File: src/rtl/wshb_rr_arbiter.sv
// Round-robin Wishbone arbiter: NUM_MASTERS masters share one slave port, ownership held per cycle.
// Define WSHB_ARB_TIMEOUT_EN to add a watchdog that errors and releases a stalled owner.
module wshb_rr_arbiter #(
    parameter int unsigned NUM_MASTERS    = 2,
    parameter int unsigned DATA_BYTES     = 4,
    parameter int unsigned ADDR_W         = 32,
    parameter int unsigned TIMEOUT_CYCLES = 256
) (
    input  logic                             sys_clk,
    input  logic                             sys_rst,
    input  logic [NUM_MASTERS-1:0]           m_cyc,
    input  logic [NUM_MASTERS-1:0]           m_stb,
    input  logic [NUM_MASTERS-1:0]           m_we,
    input  logic [NUM_MASTERS*ADDR_W-1:0]    m_adr,
    input  logic [NUM_MASTERS*8*DATA_BYTES-1:0] m_dat_ms,
    input  logic [NUM_MASTERS*DATA_BYTES-1:0] m_sel,
    input  logic [NUM_MASTERS*3-1:0]         m_cti,
    input  logic [NUM_MASTERS*2-1:0]         m_bte,
    output logic [NUM_MASTERS-1:0]           m_ack,
    output logic [NUM_MASTERS-1:0]           m_err,
    output logic [NUM_MASTERS-1:0]           m_rty,
    output logic [8*DATA_BYTES-1:0]          m_dat_sm,
    output logic                             s_cyc,
    output logic                             s_stb,
    output logic                             s_we,
    output logic [ADDR_W-1:0]                s_adr,
    output logic [8*DATA_BYTES-1:0]          s_dat_ms,
    output logic [DATA_BYTES-1:0]            s_sel,
    output logic [2:0]                       s_cti,
    output logic [1:0]                       s_bte,
    input  logic                             s_ack,
    input  logic                             s_err,
    input  logic                             s_rty,
    input  logic [8*DATA_BYTES-1:0]          s_dat_sm,
    output logic [NUM_MASTERS-1:0]           grant
);
    localparam int unsigned DataW = 8 * DATA_BYTES;
    localparam int unsigned IdxW  = $clog2(NUM_MASTERS);

    localparam logic [0:0] StIdle = 1'b0;
    localparam logic [0:0] StBusy = 1'b1;

    logic [0:0]             state_q, state_d;
    logic [IdxW-1:0]        owner_q, owner_d;
    logic [IdxW-1:0]        last_q, last_d;
    logic [NUM_MASTERS-1:0] grant_q, grant_d;
    logic                   busy;
    logic                   req_found;
    logic [IdxW-1:0]        req_idx;
    logic [IdxW-1:0]        cand;
    logic                   timeout_hit;

    logic [ADDR_W-1:0] adr_arr [NUM_MASTERS];
    logic [DataW-1:0]  dat_arr [NUM_MASTERS];
    logic [DATA_BYTES-1:0] sel_arr [NUM_MASTERS];
    logic [2:0]        cti_arr [NUM_MASTERS];
    logic [1:0]        bte_arr [NUM_MASTERS];

    for (genvar g = 0; g < NUM_MASTERS; g++) begin : g_unpack
        assign adr_arr[g] = m_adr[g*ADDR_W +: ADDR_W];
        assign dat_arr[g] = m_dat_ms[g*DataW +: DataW];
        assign sel_arr[g] = m_sel[g*DATA_BYTES +: DATA_BYTES];
        assign cti_arr[g] = m_cti[g*3 +: 3];
        assign bte_arr[g] = m_bte[g*2 +: 2];
    end

    assign busy     = (state_q == StBusy);
    assign grant    = grant_q;
    assign m_dat_sm = s_dat_sm;

    // First requester after the previous owner, wrapping modulo NUM_MASTERS.
    always_comb begin
        req_found = 1'b0;
        req_idx   = '0;
        cand      = '0;
        for (int i = 1; i <= int'(NUM_MASTERS); i++) begin
            cand = IdxW'((32'(last_q) + 32'(i)) % NUM_MASTERS);
            if (!req_found && m_cyc[cand]) begin
                req_found = 1'b1;
                req_idx   = cand;
            end
        end
    end

    always_comb begin
        state_d = state_q;
        owner_d = owner_q;
        last_d  = last_q;
        grant_d = grant_q;
        if (state_q == StIdle) begin
            if (req_found) begin
                state_d          = StBusy;
                owner_d          = req_idx;
                last_d           = req_idx;
                grant_d          = '0;
                grant_d[req_idx] = 1'b1;
            end
        end else if (!m_cyc[owner_q] || timeout_hit) begin
            state_d = StIdle;
            grant_d = '0;
        end
    end

    always_ff @(posedge sys_clk or negedge sys_rst) begin
        if (!sys_rst) begin
            state_q <= StIdle;
            owner_q <= '0;
            last_q  <= IdxW'(NUM_MASTERS - 1);
            grant_q <= '0;
        end else begin
            state_q <= state_d;
            owner_q <= owner_d;
            last_q  <= last_d;
            grant_q <= grant_d;
        end
    end

    always_comb begin
        s_cyc    = 1'b0;
        s_stb    = 1'b0;
        s_we     = 1'b0;
        s_adr    = '0;
        s_dat_ms = '0;
        s_sel    = '0;
        s_cti    = '0;
        s_bte    = '0;
        if (busy && !timeout_hit) begin
            s_cyc    = m_cyc[owner_q];
            s_stb    = m_stb[owner_q];
            s_we     = m_we[owner_q];
            s_adr    = adr_arr[owner_q];
            s_dat_ms = dat_arr[owner_q];
            s_sel    = sel_arr[owner_q];
            s_cti    = cti_arr[owner_q];
            s_bte    = bte_arr[owner_q];
        end
    end

    always_comb begin
        m_ack = '0;
        m_err = '0;
        m_rty = '0;
        if (busy) begin
            m_ack[owner_q] = s_ack;
            m_err[owner_q] = s_err | timeout_hit;
            m_rty[owner_q] = s_rty;
        end
    end

`ifdef WSHB_ARB_TIMEOUT_EN
    localparam int unsigned CntW = $clog2(TIMEOUT_CYCLES + 1);

    logic [CntW-1:0] tmo_cnt_q;
    logic            stb_raw;
    logic            resp;

    assign stb_raw     = busy & m_cyc[owner_q] & m_stb[owner_q];
    assign resp        = s_ack | s_err | s_rty;
    // Fires on the TIMEOUT_CYCLES-th unanswered strobe cycle.
    assign timeout_hit = stb_raw && !resp && (tmo_cnt_q == CntW'(TIMEOUT_CYCLES - 1));

    always_ff @(posedge sys_clk or negedge sys_rst) begin
        if (!sys_rst) begin
            tmo_cnt_q <= '0;
        end else if (!busy || resp || timeout_hit) begin
            tmo_cnt_q <= '0;
        end else if (stb_raw) begin
            tmo_cnt_q <= tmo_cnt_q + 1'b1;
        end
    end
`else
    logic unused_timeout;

    assign timeout_hit    = 1'b0;
    assign unused_timeout = ^TIMEOUT_CYCLES;
`endif

endmodule

File: config.mk
export PLATFORM = sky130hd
export DESIGN_NAME = wshb_rr_arbiter
export DESIGN_NICKNAME = d
export VERILOG_FILES = /design/src/rtl/wshb_rr_arbiter.sv
export SDC_FILE = /design/constraint.sdc
export NUM_CORES = 1
export LEC_CHECK = 0
export CAP_MARGIN = 20
export CORE_AREA = 2 2 118 120
export DETAILED_ROUTE_END_ITERATION = 8
export DIE_AREA = 0 0 120 122
export HOLD_SLACK_MARGIN = 0.05
export PLACE_DENSITY_LB_ADDON = 0.2
export SLEW_MARGIN = 20
export SYNTH_ARGS = -nofsm -noshare
export SYNTH_HDL_FRONTEND = slang
export SYNTH_SLANG_ARGS = --single-unit
File: constraint.sdc
create_clock -name sys_clk -period 2.3 [get_ports sys_clk]
set_input_delay 0.23 -clock sys_clk [delete_from_list [all_inputs] [get_ports sys_clk]]
set_output_delay 0.23 -clock sys_clk [all_outputs]
set_load 0.005 [all_outputs]
==> impl_metrics.yaml, run 1 <==
clock_network:
  ctsRootBufferMaster: "clkbuf_16"
  cts_tree: "yes"
  clock_path_buffers: 2
  clk_pin_slew_ns: 0.03
  cts_sinks: 5
  htree_levels: 1
  cts_inserted_buffers: 3
  insertion_delay_ns: 0.22
synthesis:
  post_synth_xor_area_fraction_pct: 0
  netlist.area_leader.share_pct: 41.8
  combinational_family_with_the_most_area_after_synthesis: "multiplexers"
  ys_warn_count: 0
  synth_adder_area_share_pct: 0
  net_count_after_synthesis: 416
  synth_compound_area_share_pct: 2.11
  synth-simple-area-share_pct: 29.6
  synth_mux_area_share_pct: 42.6
  synth.cell_area_sq_um: 1840
  synth_seq_cells: 5
  yosysTopAreaCell: "mux2i_1"
  synthDistinctLibCells: 18
  synthTopCellsByArea: "mux2i_1 (42%), nor2b_1 (26%), buf_4 (16%), dfrtp_1 (5.4%), clkbuf_1 (1.6%)"
  syn_avg_cell_area_sq_um: 8.11
  synthCells: 227
  yosysSeqAreaShare_pct: 6.86
floorplan:
  core_area_sq_um: 13500
  die_outline_area_sq_um: 14600
  die-height_um: 122
  fp-row-count: 43
  initial_core_util_pct: 13.6
  pin_count: 305
  die_w_um: 120
global_routing:
  grt_antenna_before_repair: 0
  total_congestion_overflow_after_global_routing: 0
  vias_in_the_first_global_route: 2309
  grt_start_max_net_pins: 42
  globalRouteTotalUtil_pct: 9.09
  grt_pass1_wl_mm: 11.0
layout:
  num-nets-final: 616
  finish.instance_area_sq_um: 4270
  area_growth_pct: 132
  final_cell_mix: "clkdlybuf4s50_1 (240), nor2b_1 (78), mux2i_1 (77)"
  layout_commonest_cell: "clkdlybuf4s50_1"
  layout-drive-gt1-share_pct: 2.82
  diodes: 0
  postLayoutCoreUtil_pct: 31.6
place:
  portBuffers: 240
  dp_hpwl_mm: 6.21
  placement.cell_area_sq_um: 4190
  globalplace.congestion: 0.679
power:
  p_leak_nw: 1.73
  power.ir.vdd_worst_mv: 0.290
  fin_total_pwr_mw: 2.71
  pwr_per_cell_area_nw_per_um2: 634
timing:
  timing_hold_violations_final: 0
  timing.setup.tns_ns: 0
  fmax_mhz: 471
  min_period_over_period_pct: 92.3
  post-route-min-period_ns: 2.12
  unrepaired_setup_endpoints_after_global_routing: "false"
  maxSlewViolCount: 0
  finalSetupViolations: 0
  clock-skew-final_ns: 0.00199
  worst_pin_slew_ns: 0.507
  timing.slew.headroom_pct: 66.2
critical_path:
  critical_path.reg2reg.endpoint: "grant[1]"
  worst_path_largest_cell_delay_ns: 0.52
  reg2reg_depth: 4
  worstPathRequired_ns: 2.07
  critical_path.max_fanout: 30
  worst-r2r-setup-slack_ns: 0.83
  kind_of_start_point_of_the_critical_path: "flip-flop"
  crit_arrival_ns: 1.89
  slowest_stage: "clkdlybuf4s50_1"
  crit_path_cell_trace: "buf_4 > mux2i_1 > nor2b_1 > clkdlybuf4s50_1"
  timing_worst_setup_path_type: "reg2out"
  reg2reg_from: "owner_q"
  timing.critical_path.to_type: "primary output"
route:
  remaining_drc_errors: 0
  first_pass_iters: 4
  detail_route.vias_per_cell: 3.76
  detail_route.wl_per_cell_um: 12.2
  wirelength_mm: 7.41
  route.antenna.remaining_nets: 0
  routed-via-count: 2276
  detail_route.iter0.violations: 28
min_path:
  min-delay-path-class: "in2async"
job:
  cap_violations: 0
run_status:
  status: "finished, final reports clean"
[per-layer routing]
layer / up-vias / part of all wire [%] / track usage, %
met1: 996 / 33 / 8.87
li1: 1119 / - / -
met5: - / 0 / 0
met3: 14 / 14 / 3.79
met2: 147 / 52 / 17.6
met4: 0 / 1.8 / 2.28
[where the power goes]
group / switching, mW / total [mW] / internal [mW]
logic: 0.797 / 2.24 / 1.44
registers: 0.0508 / 0.185 / 0.134
clock network: 0.0529 / 0.282 / 0.229
total: 0.901 / 2.71 / 1.81
[cell usage after synthesis, drive strengths merged]
master,number
mux2i,78
nor2b,78
buf,42
clkbuf,8
dfrtp,4
and2,3
and3,3
a21o,2
a21oi,2
nand2b,2
dfstp,1
nand2,1
nor2,1
o21ai,1
o2bb2ai,1
[flip-flops by register name, indices dropped and copies added (netlist names)]
register / flops
grant: 2
owner_q: 1
busy: 1
last_q: 1
[how the worst max path moves through the flow]
| stage | startpoint | endpoint | slack, ns | cells past startpoint |
|---|---|---|---|---|
| floorplan | owner_q | m_ack[0] | 1.13 | 4 |
| global placement | owner_q | s_dat_ms[19] | 0.36 | 4 |
| detailed placement | owner_q | s_dat_ms[19] | 0.35 | 4 |
| CTS | owner_q | s_dat_ms[19] | 0.12 | 4 |
| global route | owner_q | s_sel[2] | 0.05 | 4 |
| finish | owner_q | s_adr[20] | 0.18 | 4 |
[worst max-delay path: cells and delay by family, from the launching register on]
family | cells | cell delay, ns
buffers and inverters | 2 | 0.95
DFF | 1 | 0.42
muxes | 1 | 0.14
and+or+nand+nor | 1 | 0.14
[cell type report]
cell class	instances	area, sq um
fillers	1439	9230
repair buffers	245	2470
multi-input cells	172	1370
well taps	180	225
flip-flops and latches	5	131
clock buffers	4	78.8
[metrics by stage]
step	setup WS [ns]	instances	hold WS, ns
detailed placement	0.354	602	0.460
floorplan	1.13	227	-0.0656
finish	0.177	606	0.229
global placement	0.362	602	0.460
global route	0.0476	606	0.239
CTS	0.115	606	0.235
[timing repair]
item | 4_1_cts | 5_1_grt
setup buffers | 0 | 0
hold buffers | 0 | 0
hold endpoints to repair | 0 | 0
endpoints found under the setup margin | 0 | 1
resized for setup | 0 | 1
[cells by family (layout without fill, tap and decap cells)]
| group | count (synthesis) | count (layout) |
|---|---|---|
| and+or+nand+nor | 88 | 88 |
| muxes | 78 | 78 |
| buffers and inverters | 50 | 249 |
| AOI/OAI and AO/OA | 6 | 6 |
| DFF | 5 | 5 |
(Power assumes the default switching activity.)
==> run 2: changes to the inputs <==
Settings changed: TNS_END_PERCENT set to 50.
==> results of run 2 <==
The final DEF is identical to that of run 1; final timing and power are the same.
